### src/rtl/title_overlay_ctrl.sv
// Title / game-over overlay sequencer and sprite pixel generator.
// Define OVERLAY_BLINK_EN to blink the press-enter banner in TITLE_WAIT.
module title_overlay_ctrl #(
  parameter int LOGO_X       = 224,
  parameter int LOGO_Y_END   = 96,
  parameter int GO_X         = 192,
  parameter int GO_Y         = 224,
  parameter int PE_X         = 292,
  parameter int PE_Y         = 320,
  parameter int GO_FRAMES    = 180,
  parameter int BLINK_FRAMES = 32
) (
  input  logic         Clk,
  input  logic         Reset_n,
  input  logic         frame_tick,
  input  logic [9:0]   DrawX,
  input  logic [9:0]   DrawY,
  input  logic         start_key,
  input  logic         game_over,
  output logic [3:0]   galaga_addr,
  input  logic [95:0]  galaga_data,
  output logic [3:0]   go_addr,
  input  logic [127:0] go_data,
  output logic [2:0]   pe_addr,
  input  logic [54:0]  pe_data,
  output logic         overlay_on,
  output logic [1:0]   overlay_color,
  output logic         play_active
);

  localparam int CNT_MAX =
    (GO_FRAMES > BLINK_FRAMES) ? GO_FRAMES : BLINK_FRAMES;
  localparam int CW = $clog2(CNT_MAX);

  typedef enum logic [1:0] {
    TITLE_DROP,
    TITLE_WAIT,
    PLAY,
    GAMEOVER
  } state_t;

  state_t        state;
  logic [9:0]    logo_y;
  logic [9:0]    logo_nxt;
  logic [CW-1:0] frame_cnt;

`ifdef OVERLAY_BLINK_EN
  logic blink;
`else
  wire blink = 1'b1;
`endif

  always_comb begin
    logo_nxt = logo_y + 10'd4;
    if (logo_y >= 10'(LOGO_Y_END - 4))
      logo_nxt = 10'(LOGO_Y_END);
  end

  always_ff @(posedge Clk) begin
    if (!Reset_n) begin
      state       <= TITLE_DROP;
      logo_y      <= '0;
      frame_cnt   <= '0;
      play_active <= 1'b0;
`ifdef OVERLAY_BLINK_EN
      blink       <= 1'b1;
`endif
    end else begin
      unique case (state)
        TITLE_DROP: begin
          if (frame_tick) begin
            logo_y <= logo_nxt;
            if (logo_nxt == 10'(LOGO_Y_END))
              state <= TITLE_WAIT;
          end
        end
        TITLE_WAIT: begin
          // start_key beats a coincident frame_tick
          if (start_key) begin
            state       <= PLAY;
            play_active <= 1'b1;
            frame_cnt   <= '0;
          end
`ifdef OVERLAY_BLINK_EN
          else if (frame_tick) begin
            if (frame_cnt == CW'(BLINK_FRAMES - 1)) begin
              blink     <= ~blink;
              frame_cnt <= '0;
            end else begin
              frame_cnt <= frame_cnt + CW'(1);
            end
          end
`endif
        end
        PLAY: begin
          if (game_over) begin
            state       <= GAMEOVER;
            play_active <= 1'b0;
            frame_cnt   <= '0;
          end
        end
        GAMEOVER: begin
          if (frame_tick) begin
            if (frame_cnt == CW'(GO_FRAMES - 1)) begin
              state     <= TITLE_DROP;
              logo_y    <= '0;
              frame_cnt <= '0;
`ifdef OVERLAY_BLINK_EN
              blink     <= 1'b1;
`endif
            end else begin
              frame_cnt <= frame_cnt + CW'(1);
            end
          end
        end
        default: state <= TITLE_DROP;
      endcase
    end
  end

  // signed offsets keep pixels left of / above a box from aliasing in
  logic signed [10:0] gdx, gdy, odx, ody, pdx, pdy;
  logic               g_in, o_in, p_in;
  logic [6:0]         gbit, obit;
  logic [5:0]         pbit;
  logic               g_hit, o_hit, p_hit;

  always_comb begin
    gdx = $signed({1'b0, DrawX}) - $signed(11'(LOGO_X));
    gdy = $signed({1'b0, DrawY}) - $signed({1'b0, logo_y});
    odx = $signed({1'b0, DrawX}) - $signed(11'(GO_X));
    ody = $signed({1'b0, DrawY}) - $signed(11'(GO_Y));
    pdx = $signed({1'b0, DrawX}) - $signed(11'(PE_X));
    pdy = $signed({1'b0, DrawY}) - $signed(11'(PE_Y));

    g_in = (gdx >= 11'sd0) && (gdx < 11'sd192) &&
           (gdy >= 11'sd0) && (gdy < 11'sd32);
    o_in = (odx >= 11'sd0) && (odx < 11'sd256) &&
           (ody >= 11'sd0) && (ody < 11'sd32);
    p_in = (pdx >= 11'sd0) && (pdx < 11'sd55) &&
           (pdy >= 11'sd0) && (pdy < 11'sd5);

    gbit = 7'd95 - gdx[7:1];
    obit = 7'd127 - odx[7:1];
    pbit = 6'd54 - pdx[5:0];

    g_hit = g_in && galaga_data[gbit] &&
            (state == TITLE_DROP || state == TITLE_WAIT);
    o_hit = o_in && go_data[obit] && (state == GAMEOVER);
    p_hit = p_in && pe_data[pbit] &&
            (state == TITLE_WAIT) && blink;
  end

  always_comb begin
    galaga_addr = '0;
    go_addr     = '0;
    pe_addr     = '0;
    if (Reset_n) begin
      galaga_addr = gdy[4:1];
      go_addr     = ody[4:1];
      pe_addr     = pdy[2:0];
    end
  end

  always_ff @(posedge Clk) begin
    if (!Reset_n) begin
      overlay_on    <= 1'b0;
      overlay_color <= 2'd0;
    end else begin
      priority case (1'b1)
        o_hit: begin
          overlay_on    <= 1'b1;
          overlay_color <= 2'd2;
        end
        p_hit: begin
          overlay_on    <= 1'b1;
          overlay_color <= 2'd3;
        end
        g_hit: begin
          overlay_on    <= 1'b1;
          overlay_color <= 2'd1;
        end
        default: begin
          overlay_on    <= 1'b0;
          overlay_color <= 2'd0;
        end
      endcase
    end
  end

endmodule

### config.mk
export PLATFORM = sky130hd
export DESIGN_NAME = title_overlay_ctrl
export DESIGN_NICKNAME = d
export VERILOG_FILES = /design/src/rtl/title_overlay_ctrl.sv
export SDC_FILE = /design/constraint.sdc
export NUM_CORES = 1
export LEC_CHECK = 0
export ABC_AREA = 1
export ABC_CLOCK_PERIOD_IN_PS = 2200
export CAP_MARGIN = 20
export CORE_MARGIN = 2
export CORE_UTILIZATION = 30
export CTS_CLUSTER_DIAMETER = 40
export DETAILED_ROUTE_END_ITERATION = 8
export PLACE_DENSITY = 0.7
export SLEW_MARGIN = 25
export SYNTH_ARGS = -nofsm -noshare
export SYNTH_HDL_FRONTEND = slang
export SYNTH_SLANG_ARGS = --single-unit
### constraint.sdc
create_clock -name Clk -period 2.2 [get_ports Clk]
set_input_delay 0.44 -clock Clk [delete_from_list [all_inputs] [get_ports Clk]]
set_output_delay 0.44 -clock Clk [all_outputs]
set_load 0.02 [all_outputs]
### Word-level counts from Yosys, hierarchy flattened

Index checks and enable logic that the tools add are counted.

| word-level totals | value |
|---|---|
| memories kept | 0 |
| logic and storage cells | 106 |
| memory bits (writable) | 0 |
| flip-flop bits (word level) | 24 |
| memory bits (read-only) | 0 |
| bits in latches | 0 |
| input bits | 304 |

| operators by class | value |
|---|---|
| magnitude comparators | 16 |
| divide/modulo/power cells | 0 |
| $mul | 0 |
| reductions and logical operators | 25 |
| add/subtract/negate cells | 11 |
| shift-type cells | 0 |
| muxes and demuxes | 35 |
| eq/ne operators | 11 |
| bitwise operators | 1 |

Operators with widths:

| operator | number |
|---|---|
| $ge 11x1->1 const B | 6 |
| $mux 10 | 4 |
| $lt 11x7->1 const B | 3 |
| $sub 10x8->11 const B | 3 |
| $mux 8 | 4 |
| $pmux 8 s3 | 1 |
| $sub 10x9->11 const B | 2 |
| $pmux 10 s2 | 1 |
| $lt 7x8->1 const B | 2 |
| $mux 2 | 8 |
| $logic_and 1x1->1 | 15 |
| $bmux 1 s7 | 2 |
| $sub 7x7->7 const A | 2 |
| $ne 2x2->1 const B | 6 |
| $lt 11x10->1 const B | 1 |
| $lt 11x4->1 const B | 1 |
| $lt 11x9->1 const B | 1 |
| $sub 10x10->11 | 1 |
| $add 10x3->10 const B | 1 |
| $eq 10x7->1 const B | 1 |
| $ge 10x7->1 const B | 1 |
| $mux 1 | 9 |
| $add 8x1->8 const B | 1 |
| $eq 8x8->1 const B | 1 |
| other kinds (18) | 22 |

### Logic depth before layout (Yosys ltp)

| depth | value |
|---|---|
| depth in word-level cells | 10 |
| mapped depth | 15 |
| gate-level depth less buffers | 14 |

### Worst setup path before layout

Ideal clock, no wire load.

| timing | value |
|---|---|
| path kind | input to register |
| from | input port DrawX[1] |
| to | register overlay_on |
| arrival time | 2.215 ns |
| stages | 14 |
| buffers on the path | 4 |
| setup slack | -0.137 ns |
| setup time | 0.122 ns |
| cell sequence | buf_2 > inv_2 > buf_6 > buf_2 > ha_1 > inv_1 > clkbuf_1 > nand3_1 > nand3_1 > nand3_1 > nand3_1 > nand3_1 > nand3_1 > nand3_1 |

| on the way | value |
|---|---|
| longest elaborated chain between the ends | 10 |

RTL lines:

| item | line | RTL |
|---|---|---|
| from (decl) | 16 | `input logic [9:0] DrawX,` |
| branches (longest 9 deep; another with $sub 10x8->11) | -- |  |
| $mux 1 * | 170 | `priority case (1'b1)` |
| to (signal assigned) | 167 | `overlay_on <= 1'b0;` |
| to (signal assigned) | 172 | `overlay_on <= 1'b1;` |
| to (signal assigned) | 176 | `overlay_on <= 1'b1;` |
| to (decl) | 26 | `output logic overlay_on,` |

Every way passes the cells marked *. The select of a mux whose other input is x is not followed.
A chain may end at the register's enable or synchronous reset.

### Worst setup path in the final report

| timing | value |
|---|---|
| from | register logo_y[0] |
| to | output port galaga_addr[3] |

| on the way | value |
|---|---|
| longest elaborated chain between the ends | 2 |

RTL lines:

| item | line | RTL |
|---|---|---|
| from (decl) | 43 | `logic [9:0] logo_y;` |
| from (signal assigned) | 72 | `logo_y <= logo_nxt;` |
| $sub 10x10->11 | 130 | `gdy = $signed({1'b0, DrawY}) - $signed({1'b0, logo_y});` |
| $mux 4 | 158 | `if (Reset_n) begin` |
| to (decl) | 20 | `output logic [3:0] galaga_addr,` |

Every way passes these cells.

==> metrics.cfg <==
[outcome]
status = finished, final reports clean

[routing]
antenna_left = 0
dr.pass1.iters = 5
wl_per_cell_um = 14.76
vias_per_cell = 4.802
finalWirelength_um = 23690
via_count = 7707
drt_iter0_markers = 478
drc = 0

[layout]
nets = 1721
layout.cells.non_filler = 1605
drive_above_1_share_pct = 9.761
design_area_mm2 = 0.009348
syn_to_final_growth_pct = 81.42

[timing]
report.final.slew_viol_count = 0
fmax_mhz = 463.3
fin_crit_sh_pct = 98.10
finalSetupViolations = 0
timing.slew.headroom_pct = 66.38
tightest_slew_ns = 0.5044
fin_worst_skew_ns = 0.004926
rsz0062_at_grt = true
hold_violations = 0
fin_ws_ns = 0.04173
tns_ns = 0
final.min_clock_period_ns = 2.158

[place]
place_ws_ns = -0.9189
placed_cells = 1599
gp_congestion = 0.9447
io_buffers = 318
dpl-instance-area_mm2 = 0.009087
dp_hpwl_um = 19530

[job]
maxCapViolations = 0

[synthesis]
avgSynthCellArea_um2 = 5.007
synth_nets = 1366
synth_warnings = 0
synth_area_leaders = nand2_1 30%, nand3_1 23%, dfxtp_1 9.3%
yosys_register_bits = 24
syn_inst = 1029
synth_top_area_cell = nand2_1
synth_area_mm2 = 0.005152
yosys.area.top_type_share_pct = 30.23
ys_types = 33
ys_seq_area_share_pct = 9.325

[power_and_ir_drop]
combPwrFrac_pct = 67.4
total_power_w = 0.002792
peakVddDrop_v = 0.0002433
swShare_pct = 37.24
clkPwrFrac_pct = 15.6
pwr_density_cell_mw_per_mm2 = 298.7
p_switching_w = 0.001040
pwr-share-seq_pct = 17.0
internal_power_w = 0.001752
p_leak_nw = 4.467

[worst_setup_path]
crit_fanout = 3
criticalPathCategory = reg2out
reg2reg_depth = 13
ff2ff_setup_slack_ns = 0.13
cp.required_ns = 1.76
crit_arrival_ns = 1.72
startpoint_type = register
cp-end-kind = primary output

[hold_path]
min_path_cells = 2
hp-class = reg2reg

[clock_network]
cts_tree = yes
htreeDepth = 1
clk_path_buf_depth = 2
path_clk_slew_ns = 0.06
postCtsHoldBufs = 0
post-cts-setup-buffers = 0
cts_made_buffers = 3
cts_sinks = 24
root_buffer = clkbuf_16
clk_latency_ns = 0.26

[grt]
grt.overflow.total = 0
antenna_found_initial = 2
grt_usage_pct = 24.90
grt_pass1_vias = 7576
grt_max_degree = 95
grt_pass1_wl_um = 36840

[floorplanning]
io_pins = 319
fp-row-count = 47
dieArea_mm2 = 0.01824
die_w_um = 135.1
fp.dieH_um = 135.1
start_util_pct = 30.85
coreArea_mm2 = 0.01670

==> cells in the mapped netlist <==
library cell / count
dfxtp_1: 24
nor4b_1: 1
fa_1: 1
o22ai_1: 2
inv_1: 92
o211ai_1: 4
o211a_1: 1
ha_1: 32
or2_2: 4
o21ai_1: 1
xor2_1: 7
nand3b_1: 3
nor2_2: 1
a31oi_1: 1
xnor2_1: 6
buf_4: 4
buf_1: 3
nor4_1: 1
o21bai_1: 1
nand2_1: 415
nor3b_1: 1
buf_6: 1
nor2_1: 56
a21oi_1: 46
a21boi_0: 1
nor3_1: 13
o21ai_0: 13
nand3_1: 239
buf_2: 33
inv_2: 1
clkbuf_1: 14
nand4_1: 5
clkinv_1: 2
==> through the flow <==
| stage | hold slack, ns | util [%] |
|---|---|---|
| after floorplan | 0.4458 | - |
| after global placement | 0.4628 | 54.41 |
| after detailed placement | 0.4789 | 54.41 |
| after CTS | 0.4891 | 55.08 |
| after global routing | 0.5119 | 55.97 |
| final | 0.5028 | 55.97 |
==> final timing paths <==
path	startpoint	end
min reg2reg	logo_y[7]	logo_y[7]
max reg2reg	logo_y[0]	overlay_color[0]
max	logo_y[0]	galaga_addr[3]
min	logo_y[7]	logo_y[7]
==> sequential cells by signal, indices dropped and copies added (netlist names) <==
register / count
play_active: 1
frame_cnt: 8
overlay_on: 1
state: 2
logo_y: 10
overlay_color: 2
==> final cells by class <==
class	instances	area, um^2
repair buffers	405	3926
inverters	95	357.8
multi-input cells	855	4208
flip-flops and latches	24	486.7
fillers	1744	7353
diodes	2	5.005
well taps	220	275.3
clock buffers	4	88.84
==> power groups by stage <==
stage	combinational, W	clock, W	sequential (W)
floorplan	0.000837	0	0.000486
global placement	0.00182	0	0.000483
finish	0.00188	0.000436	0.000474
detailed placement	0.00184	0	0.000484
CTS	0.00185	0.000439	0.000475
global route	0.00208	0.000459	0.000478
==> cell families after synthesis <==
group | count (synthesis) | synth area share (%)
simple gates | 739 | 60.88
buf+inv | 150 | 12.17
compound gates | 70 | 7.261
fa+ha+maj | 33 | 8.159
flops | 24 | 9.325
xor+xnor | 13 | 2.210
==> repair_timing <==
| action | 4_1_cts | 5_1_grt |
|---|---|---|
| setup endpoints to repair | 14 | 6 |
| hold endpoints to repair | 0 | 0 |
| gates resized for setup | 39 | 37 |
| pin swaps | 3 | 12 |
==> metal layers <==
layer  GRT usage (%)  vias to the layer above  part of all wire, %
met5               0                        -                    0
met4           8.796                        0                  3.7
met3           4.392                       56                  7.0
met2           43.68                      275                   46
met1           30.52                     3350                   43
li1                -                     4026                    -
==> layout by cell type (no fill, tap or decap), types with 4 or more instances in the layout <==
| cell | n |
|---|---|
| buf_4 | 82 |
| dfxtp_1 | 21 |
| o211ai_1 | 4 |
| xor2_1 | 7 |
| dlymetal6s2s_1 | 7 |
| inv_2 | 5 |
| a21oi_1 | 43 |
| inv_1 | 86 |
| o21ai_0 | 12 |
| nand2_1 | 415 |
| nor2_1 | 55 |
| dlygate4sd2_1 | 10 |
| nand4_1 | 5 |
| buf_12 | 8 |
| nor3_1 | 11 |
| clkdlybuf4s50_1 | 293 |
| ha_4 | 7 |
| ha_1 | 22 |
| nand3_1 | 237 |
==> worst max-delay path, stage by stage, from the launching register on <==
cell and delay, ns:
dfxtp_4 0.37, ha_4 0.17, fa_2 0.33, nand3b_1 0.16, nand2_1 0.09, o21ai_1 0.06
a21oi_1 0.12, buf_4 0.16
Power figures use the tool's default switching activity.
